$ cat src/rtl/filt_sched_pkg.sv
// Shared definitions for the filter sample scheduler:
// filter select codes, FSM states and a saturating counter helper.
package filt_sched_pkg;

  localparam logic [1:0] FILT_SEL_LPF = 2'b00;
  localparam logic [1:0] FILT_SEL_HPF = 2'b01;
  localparam logic [1:0] FILT_SEL_BPF = 2'b10;
  localparam logic [1:0] FILT_SEL_BYP = 2'b11;

  typedef enum logic [2:0] {
    S_IDLE = 3'd0,
    S_LOAD = 3'd1,
    S_RUN  = 3'd2,
    S_CAPT = 3'd3,
    S_GAP  = 3'd4
  } state_t;

  function automatic logic [7:0] sat_inc8(
    input logic [7:0] v
  );
    return (v == 8'hFF) ? v : v + 8'd1;
  endfunction

endpackage

$ cat src/rtl/filt_sched_smp_fifo.sv
// Synchronous sample FIFO; push/pop are already qualified
// by the caller, so no overflow/underflow guarding here.
module filt_sched_smp_fifo #(
  parameter int W     = 16,
  parameter int DEPTH = 4,
  parameter int AW    = 2
) (
  input  logic         clk,
  input  logic         rst,
  input  logic         push,
  input  logic         pop,
  input  logic [W-1:0] din,
  output logic         full,
  output logic         empty,
  output logic [W-1:0] dout
);

  logic [W-1:0]  mem [DEPTH];
  logic [AW-1:0] wr_ptr;
  logic [AW-1:0] rd_ptr;
  logic [AW:0]   count;

  assign full  = (count == (AW+1)'(DEPTH));
  assign empty = (count == '0);
  assign dout  = mem[rd_ptr];

  // storage write, no reset needed on the data
  always_ff @(posedge clk) begin
    if (push) mem[wr_ptr] <= din;
  end

  // pointers wrap naturally at DEPTH (power of two)
  always_ff @(posedge clk) begin
    if (rst) begin
      wr_ptr <= '0;
      rd_ptr <= '0;
      count  <= '0;
    end else begin
      if (push) wr_ptr <= wr_ptr + 1'b1;
      if (pop)  rd_ptr <= rd_ptr + 1'b1;
      unique case ({push, pop})
        2'b10:   count <= count + 1'b1;
        2'b01:   count <= count - 1'b1;
        default: ;
      endcase
    end
  end

endmodule

$ cat src/rtl/filt_sched.sv
// Sample scheduler in front of the filters block: queues samples,
// runs one filter start/done handshake per sample, flags errors.
module filt_sched
  import filt_sched_pkg::*;
#(
  parameter int DATA_SIZE      = 16,
  parameter int FIFO_DEPTH     = 4,
  parameter int FIFO_ADDR_SIZE = 2,
  parameter int TO_SIZE        = 8,
  parameter int TO_CYCLES      = 200
) (
  input  logic                 clk,
  input  logic                 rst,
  input  logic                 smp_valid,
  input  logic [DATA_SIZE-1:0] smp_data,
  input  logic [1:0]           sel_req,
  input  logic                 clr_flags,
  output logic                 flt_start,
  output logic [1:0]           flt_select,
  output logic [DATA_SIZE-1:0] flt_val,
  input  logic                 flt_done,
  input  logic [DATA_SIZE-1:0] flt_result,
  output logic                 out_valid,
  output logic [DATA_SIZE-1:0] out_data,
  output logic [1:0]           out_sel,
  output logic                 busy,
  output logic                 overrun,
  output logic                 timeout,
  output logic [7:0]           drop_cnt
);

  state_t state;
  state_t state_nx;

  logic [TO_SIZE-1:0]   to_cnt;
  logic                 to_hit;
  logic                 fifo_full;
  logic                 fifo_empty;
  logic [DATA_SIZE-1:0] fifo_dout;
  logic                 push;
  logic                 pop;
  logic                 drop;
  logic                 capt;
  logic                 abort;

  // a pop in the same cycle frees a slot for the push
  assign drop   = smp_valid & fifo_full & ~pop;
  assign push   = smp_valid & ~drop;
  assign to_hit = (to_cnt == TO_SIZE'(TO_CYCLES));
  assign busy   = (state != S_IDLE) | ~fifo_empty;

  filt_sched_smp_fifo #(
    .W     (DATA_SIZE),
    .DEPTH (FIFO_DEPTH),
    .AW    (FIFO_ADDR_SIZE)
  ) u_fifo (
    .clk   (clk),
    .rst   (rst),
    .push  (push),
    .pop   (pop),
    .din   (smp_data),
    .full  (fifo_full),
    .empty (fifo_empty),
    .dout  (fifo_dout)
  );

  // state register
  always_ff @(posedge clk) begin
    if (rst) state <= S_IDLE;
    else     state <= state_nx;
  end

  // next state; done wins over a same-cycle timeout
  always_comb begin
    state_nx = state;
    unique case (state)
      S_IDLE: if (!fifo_empty) state_nx = S_LOAD;
      S_LOAD: state_nx = S_RUN;
      S_RUN: begin
        if (flt_done)    state_nx = S_CAPT;
        else if (to_hit) state_nx = S_GAP;
      end
      S_CAPT: state_nx = S_GAP;
      S_GAP:  state_nx = S_IDLE;
      default: state_nx = S_IDLE;
    endcase
  end

  // per-state controls
  always_comb begin
    flt_start = 1'b0;
    pop       = 1'b0;
    capt      = 1'b0;
    abort     = 1'b0;
    unique case (state)
      S_LOAD: pop = 1'b1;
      S_RUN: begin
        flt_start = 1'b1;
        abort     = ~flt_done & to_hit;
      end
      S_CAPT:  capt = 1'b1;
      default: ;
    endcase
  end

  // operands latched at load, held for the whole run
  always_ff @(posedge clk) begin
    if (rst) begin
      flt_val    <= '0;
      flt_select <= '0;
    end else if (pop) begin
      flt_val    <= fifo_dout;
      flt_select <= sel_req;
    end
  end

  // run-length counter, restarted per sample
  always_ff @(posedge clk) begin
    if (rst)                  to_cnt <= '0;
    else if (state == S_LOAD) to_cnt <= '0;
    else if (state == S_RUN)  to_cnt <= to_cnt + 1'b1;
  end

  // result capture, one cycle after done
  always_ff @(posedge clk) begin
    if (rst) begin
      out_valid <= 1'b0;
      out_data  <= '0;
      out_sel   <= '0;
    end else begin
      out_valid <= capt;
      if (capt) begin
        out_data <= flt_result;
        out_sel  <= flt_select;
      end
    end
  end

  // sticky flags; a new event beats a same-cycle clear
  always_ff @(posedge clk) begin
    if (rst) begin
      overrun  <= 1'b0;
      timeout  <= 1'b0;
      drop_cnt <= '0;
    end else begin
      if (drop) begin
        overrun  <= 1'b1;
        drop_cnt <= clr_flags ? 8'd1 : sat_inc8(drop_cnt);
      end else if (clr_flags) begin
        overrun  <= 1'b0;
        drop_cnt <= '0;
      end
      if (abort)          timeout <= 1'b1;
      else if (clr_flags) timeout <= 1'b0;
    end
  end

endmodule

$ cat config.mk
export PLATFORM = sky130hd
export DESIGN_NAME = filt_sched
export DESIGN_NICKNAME = d
export VERILOG_FILES = /design/src/rtl/filt_sched_pkg.sv /design/src/rtl/filt_sched_smp_fifo.sv /design/src/rtl/filt_sched.sv
export SDC_FILE = /design/constraint.sdc
export NUM_CORES = 1
export LEC_CHECK = 0
export ABC_AREA = 1
export CORE_MARGIN = 10
export CORE_UTILIZATION = 48
export CTS_BUF_LIST = sky130_fd_sc_hd__clkbuf_4
export DETAILED_ROUTE_END_ITERATION = 10
export PLACE_DENSITY_LB_ADDON = 0.2
export SYNTH_ARGS = -nofsm -noshare
export SYNTH_HDL_FRONTEND = slang
export SYNTH_HIERARCHICAL = 1
export SYNTH_SLANG_ARGS = --single-unit
$ cat constraint.sdc
create_clock -name clk -period 2.2 [get_ports clk]
set_clock_uncertainty 0.05 [all_clocks]
set_input_delay 0.22 -clock clk [delete_from_list [all_inputs] [get_ports clk]]
set_output_delay 0.22 -clock clk [all_outputs]
set_load 0.05 [all_outputs]
; ---- After elaboration in Yosys (flattened, before gate mapping)
; Memories as Yosys holds them, arrays and structs flattened. A register that Yosys moved wholly into a read port is not among the register bits.
; Index checks and enable logic that the tools add are counted.
[word_totals]
mem_count = 1
latch_bits = 0
elab_cells = 66
ram_bits = 64
romBits = 0
regBits = 49
[op_classes]
bitwise = 9
mul = 0
n_addsub = 6
order_cmp = 0
n_reduce_logical = 9
n_mux = 18
n_eq_ne = 11
div = 0
shifts = 0
[mem_list]
columns = name, depth, word_bits, read_ports, rd_clocked_by_memory_dff, write_ports, line_no
row1 = u_fifo.mem, 4, 16, 1, 1, 1, filt_sched_smp_fifo.sv:18  ; logic [W-1:0] mem [DEPTH];
[op_table]
columns = op, n
row1 = 8-bit 2-to-1 mux, 4
row2 = "8-bit by 1-bit adder with 8-bit output, second input constant", 2
row3 = "8-bit == test, second input constant", 2
row4 = 3-bit case mux with 4 select lines, 1
row5 = 1-bit 2-to-1 mux, 9
row6 = 3-bit 2-to-1 mux, 3
row7 = "3-bit by 2-bit == test with 1-bit output, second input constant", 2
row8 = 3-bit logical NOT, 2
row9 = 3-bit case mux with 2 select lines, 1
row10 = 2-bit nonzero test, 3
row11 = "2-bit by 1-bit adder with 2-bit output, second input constant", 2
row12 = 1-bit AND, 4
row13 = "2-bit inequality test, second input constant", 2
row14 = 1-bit inverter, 4
row15 = 2-bit AND reduction, 2
row16 = "3-bit by 1-bit adder with 3-bit output, second input constant", 1
row17 = "3-bit by 1-bit == test with 1-bit output, second input constant", 1
row18 = "3-bit == test, second input constant", 1
row19 = "3-bit inequality test, second input constant", 1
row20 = 3-bit nonzero test, 1
row21 = "3-bit by 1-bit subtractor with 3-bit output, second input constant", 1
row22 = "2-bit by 1-bit == test with 1-bit output, second input constant", 1
row23 = "2-bit == test, second input constant", 1
row24 = 2-bit OR reduction, 1
row25 = 1-bit OR, 1

; ---- Depth between registers and ports, before layout
; Gate-level depths: netlist of the first run.
[logic_depth]
ltp_word = 8
ltp_mapped = 17
depth_no_buf = 17

; ---- Cells and area by module
; The synthesis of the first run kept the hierarchy.
[modules_own_cells]
columns = mod, n_inst, area_per_inst_um2, cells_per_inst
row1 = filt_sched_smp_fifo, 1, 2798.9, 212
row2 = filt_sched, 1, 2378.5, 315

; ---- Worst setup path after synthesis of the first run
; Ideal clock, no wire load.
[synth_path]
path_kind = reg2reg
from = reg u_fifo.count[2]
to = reg u_fifo.count[2]
stages_incl_launch_ff = 18
required_time_ns = 2.040
setup_time_ns = 0.110
synth_period_minus_slack_ns = 1.938
t_arrival_ns = 1.779
path_slack_ns = 0.262
cell_sequence = dfxtp_1 -> inv_1 -> nor3_1 -> nand2_1 -> inv_1 -> nand2_2 -> inv_1 -> nor2_1 -> inv_2 -> ha_1 -> inv_2 -> fa_1 -> inv_1 -> nand2_1 -> nand3_1 -> nand2_1 -> inv_1 -> nor2_1
[synth_via]
elab_chain_len = 7
elab_cells_between_ends = 11
[synth_rtl]
columns = element, line_no
row1 = from (decl), filt_sched_smp_fifo.sv:21  ; logic [AW:0] count;
row2 = from (signal assigned), filt_sched_smp_fifo.sv:42  ; 2'b10: count <= count + 1'b1;
row3 = from (signal assigned), filt_sched_smp_fifo.sv:43  ; 2'b01: count <= count - 1'b1;
row4 = 3-bit == test (*), filt_sched_smp_fifo.sv:23  ; assign full = (count == (AW+1)'(DEPTH));
row5 = net fifo_full, filt_sched.sv:37  ; logic fifo_full;
row6 = 1-bit AND (*) (2 in series), filt_sched.sv:47  ; assign drop = smp_valid & fifo_full & ~pop;
row7 = 1-bit inverter (*), filt_sched.sv:48  ; assign push = smp_valid & ~drop;
row8 = 1-bit AND (*), filt_sched.sv:48
row9 = net push, filt_sched.sv:40  ; logic push;
row10 = 2-bit by 1-bit == test with 1-bit output / 2-bit == test (equally long branches), filt_sched_smp_fifo.sv:41  ; unique case ({push, pop})
row11 = 3-bit case mux with 2 select lines / 2-bit nonzero test (equally long branches), n/a
; Mark *: on every way through the listed nets, which the timed path passes. The rest lies on a longest branch.
; A chain may end at the register's enable or synchronous reset.

; ---- Final worst setup path of the first run
[layout_path]
from = reg state[0]
to = out flt_start
[layout_via]
elab_chain_len = 2
[layout_rtl]
columns = element, line_no
row1 = from (decl), filt_sched.sv:32  ; state_t state;
row2 = from (signal assigned), filt_sched.sv:70  ; else state <= state_nx;
row3 = 3-bit by 2-bit == test with 1-bit output, filt_sched.sv:95  ; unique case (state)
row4 = 1-bit 2-to-1 mux, filt_sched.sv:95
row5 = to (decl), filt_sched.sv:18  ; output logic flt_start,
; Every way passes these cells.

==> results_dict.tcl, run 1 <==
set metrics [dict create \
    synthTopCellsByArea "edfxtp_1 (37%), dfxtp_1 (26%), nor2_1 (6.7%)" \
    antenna_found_initial 0 \
    grt_pass1_vias 3902 \
    p_sw_w 0.00248 \
    htreeDepth 4 \
    synthMuxAreaShare_pct 0 \
    grtUsageTotal_pct 15.7 \
    grt_pass1_wl_mm 19.2 \
    arrival_ns 1.77 \
    nNetsFinal 678 \
    numCtsBuffers 17 \
    dp_worst_setup_slack_ns -0.0185 \
    pwr-share-clk_pct 26.0 \
    insertion_delay_ns 0.49 \
    async_flop_share_pct 0 \
    multi_input_area_sq_um 1630 \
    end_kind "output pin" \
    drt_wl_total_mm 11.8 \
    synth-seq-area-share_pct 63.0 \
    rsz0062_at_grt "false" \
    post-cts-setup-buffer-count 0 \
    setup_violations 0 \
    cts_tree "yes" \
    hold_viol 0 \
    syn_nets 575 \
    power_density_nw_per_um2 1050 \
    area_growth_pct 27.5 \
    worst_slew_pin_slew_ns 0.564 \
    power_switching_share_pct 35.8 \
    yosys.area_share.simple_pct 16.7 \
    postSynthAreaPerCell_sq_um 9.82 \
    cts_root_buf "clkbuf_4" \
    synth_area_sq_um 5180 \
    synth_compound_area_share_pct 12.3 \
    diodes 0 \
    fin_ws_ns 0.155 \
    clk_pin_slew_ns 0.12 \
    synth_edf_count 64 \
    synth_top_family_by_area "simple AND/OR/NAND/NOR gates" \
    startpoint "state[0]$_SDFFE_PP0P_" \
    die_h_um 124 \
    crit_type "flip-flop to output pin" \
    fin_crit_ns 2.04 \
    synth_top_area_share_pct 37.1 \
    reg2reg_from "u_fifo/count[1]$_SDFFE_PP0P_" \
    p_leak_nw 2.44 \
    synthCells 527 \
    final_cell_mix "nor2_1 (93), clkdlybuf4s50_1 (85), nand2_1 (75)" \
    dr.first_iter.drc_count 282 \
    fp.coreArea_sq_um 10400 \
    synth_xor_xnor_area_share_pct 0 \
    stdcell_count 779 \
    pwr-share-comb_pct 30.7 \
    avgViaCountPerCell 5.15 \
    critPathRequiredTime_ns 1.93 \
    status "finished, final reports clean" \
    wl_per_cell_um 15.1 \
    max-vdd-ir-drop_v 0.000688 \
    drc 0 \
    dp_hpwl_mm 8.17 \
    maxSlewViolCount 0 \
    fmax_mhz 489 \
    die_area_sq_um 15300 \
    cts_max_path_buffers 2 \
    grt_max_degree 33 \
    place_congestion 0.813 \
    drive_gt1_share_pct 11.0 \
    die_w_um 124 \
    critPathMaxFanout 10 \
    initial_core_util_pct 49.7 \
    ios 88 \
    hold_path_class "input pin to flip-flop" \
    via_count 4008 \
    crit_path_start_kind "flip-flop" \
    slew_headroom_pct 62.3 \
    p_int_w 0.00445 \
    clock_sinks 131 \
    io_buffers 87 \
    regArea_sq_um 3270 \
    yosysWarnings 6 \
    rows 37 \
    period_share_pct 92.9 \
    ys.flop_type "dfxtp_1" \
    dp.cells 747 \
    hp-start "sel_req[0]" \
    mostFrequentLayoutCell "nor2_1" \
    ys_ff_latch 131 \
    drt-pass1-iter-count 5 \
    power_frac_seq_pct 43.3 \
    n_fill_cell 879 \
    maxCapViolations 0 \
    gr-total-overflow 0 \
    synthAdderAreaFrac_pct 2.32 \
    synth_cell_types 33 \
    detail-route-antenna-nets 0 \
    synth_top_cell_by_area "edfxtp_1" \
]
## flip-flops by register name (all words and copies together), names as in the netlist, named ones only
name	count
out_valid	1
u_fifo/count	3
flt_val	16
timeout	1
to_cnt	8
u_fifo/mem	64
u_fifo/wr_ptr	2
u_fifo/rd_ptr	2
overrun	1
drop_cnt	8
state	3
out_sel	2
flt_select	2
out_data	16
## cell type report
| class | count | area share (%) |
|---|---|---|
| clock inverter | 15 | 3.07 |
| sequential | 131 | 49.5 |
| tap | 136 | 2.58 |
| multi-input combinational | 333 | 24.7 |
| clock buffer | 17 | 1.93 |
| timing repair buffer | 103 | 15.7 |
| inverter | 44 | 2.58 |
## logic make-up after synthesis
family / after synthesis
buffers and inverters: 63
adder cells (fa/ha/maj): 9
AO/OA/AOI/OAI: 121
AND/OR/NAND/NOR: 203
flip-flops: 131
## power groups by stage
stage | Combinational (W) | Clock, W | Sequential [W]
6_report | 0.00213 | 0.00180 | 0.00300
3_3_place_gp | 0.00211 | 0 | 0.00303
3_5_place_dp | 0.00215 | 0 | 0.00305
5_1_grt | 0.00232 | 0.00197 | 0.00304
2_1_floorplan | 0.000999 | 0 | 0.00350
4_1_cts | 0.00214 | 0.00185 | 0.00300
## metal layers
| layer | global-route usage (%) | share of wire (%) | wire (um) | vias to the layer above |
|---|---|---|---|---|
| met5 | 0 | 0 | 0 | - |
| met4 | 5.24 | 1.4 | 161 | 0 |
| met3 | 5.29 | 8.0 | 946 | 14 |
| met2 | 25.2 | 47 | 5560 | 121 |
| met1 | 19.6 | 43 | 5120 | 1868 |
| li1 | - | - | - | 2005 |
## worst paths after layout
check	end	slack (ns)	cells after the start
hold reg to reg	u_fifo/rd_ptr[1]$_SDFFE_PP0P_	0.40	1
setup / recovery	flt_start	0.16	4
hold / removal	flt_select[0]$_SDFFE_PP0N_	0.24	3
setup reg to reg	u_fifo/count[2]$_SDFFE_PP0P_	0.21	16
## worst max-delay path, cell delays in order (launching register included)
cell	delay, ns
dfxtp_1	0.39
nor2_4	0.14
nand2_4	0.11
inv_1	0.10
dlygate4sd2_1	0.54
## synthesized netlist by cell type (all sizes together) (3+ instances only)
library cell,number
nor2,96
nand2,79
dfxtp,67
edfxtp,64
o21ai,63
inv,43
a21oi,38
nand3,16
o22ai,16
buf,14
ha,8
nor3,6
clkbuf,5
nand4,3
## what timing repair did
| action | CTS | global route |
|---|---|---|
| pin swaps | 0 | 1 |
| endpoints found under the hold margin | 0 | 0 |
| hold buffers | 0 | 0 |
| gates cloned | 0 | 0 |
| resized for setup | 2 | 6 |
| endpoints found under the setup margin | 2 | 1 |
## metrics by stage
step                area [sq um]  hold WS, ns  utilization [%]  setup TNS (ns)  power [W]
CTS                         6590        0.193             63.3               0    0.00699
global placement            6260        0.385             60.1               0    0.00515
floorplan                   5180        0.269                -               0    0.00450
finish                      6600        0.240             63.4               0    0.00693
global route                6600        0.215             63.4               0    0.00733
detailed placement          6260        0.384             60.1         -0.0185    0.00520
No activity file was read; power rests on OpenSTA's default activity.
==> inputs of run 2 (changes only) <==
--- a/config.mk
+++ b/config.mk
@@ -6,6 +6,7 @@
 export NUM_CORES = 1
 export LEC_CHECK = 0
 export ABC_AREA = 1
+export CAP_MARGIN = 15
 export CORE_MARGIN = 10
 export CORE_UTILIZATION = 48
 export CTS_BUF_LIST = sky130_fd_sc_hd__clkbuf_4
==> results of run 2 <==
The final DEF is identical to that of run 1; final timing and power are the same.
==> inputs of run 3 (changes only) <==
--- a/config.mk
+++ b/config.mk
@@ -12,6 +12,7 @@
 export CTS_BUF_LIST = sky130_fd_sc_hd__clkbuf_4
 export DETAILED_ROUTE_END_ITERATION = 10
 export PLACE_DENSITY_LB_ADDON = 0.2
+export SLEW_MARGIN = 30
 export SYNTH_ARGS = -nofsm -noshare
 export SYNTH_HDL_FRONTEND = slang
 export SYNTH_HIERARCHICAL = 1
==> results of run 3 <==
The final DEF is identical to that of run 1; final timing and power are the same.
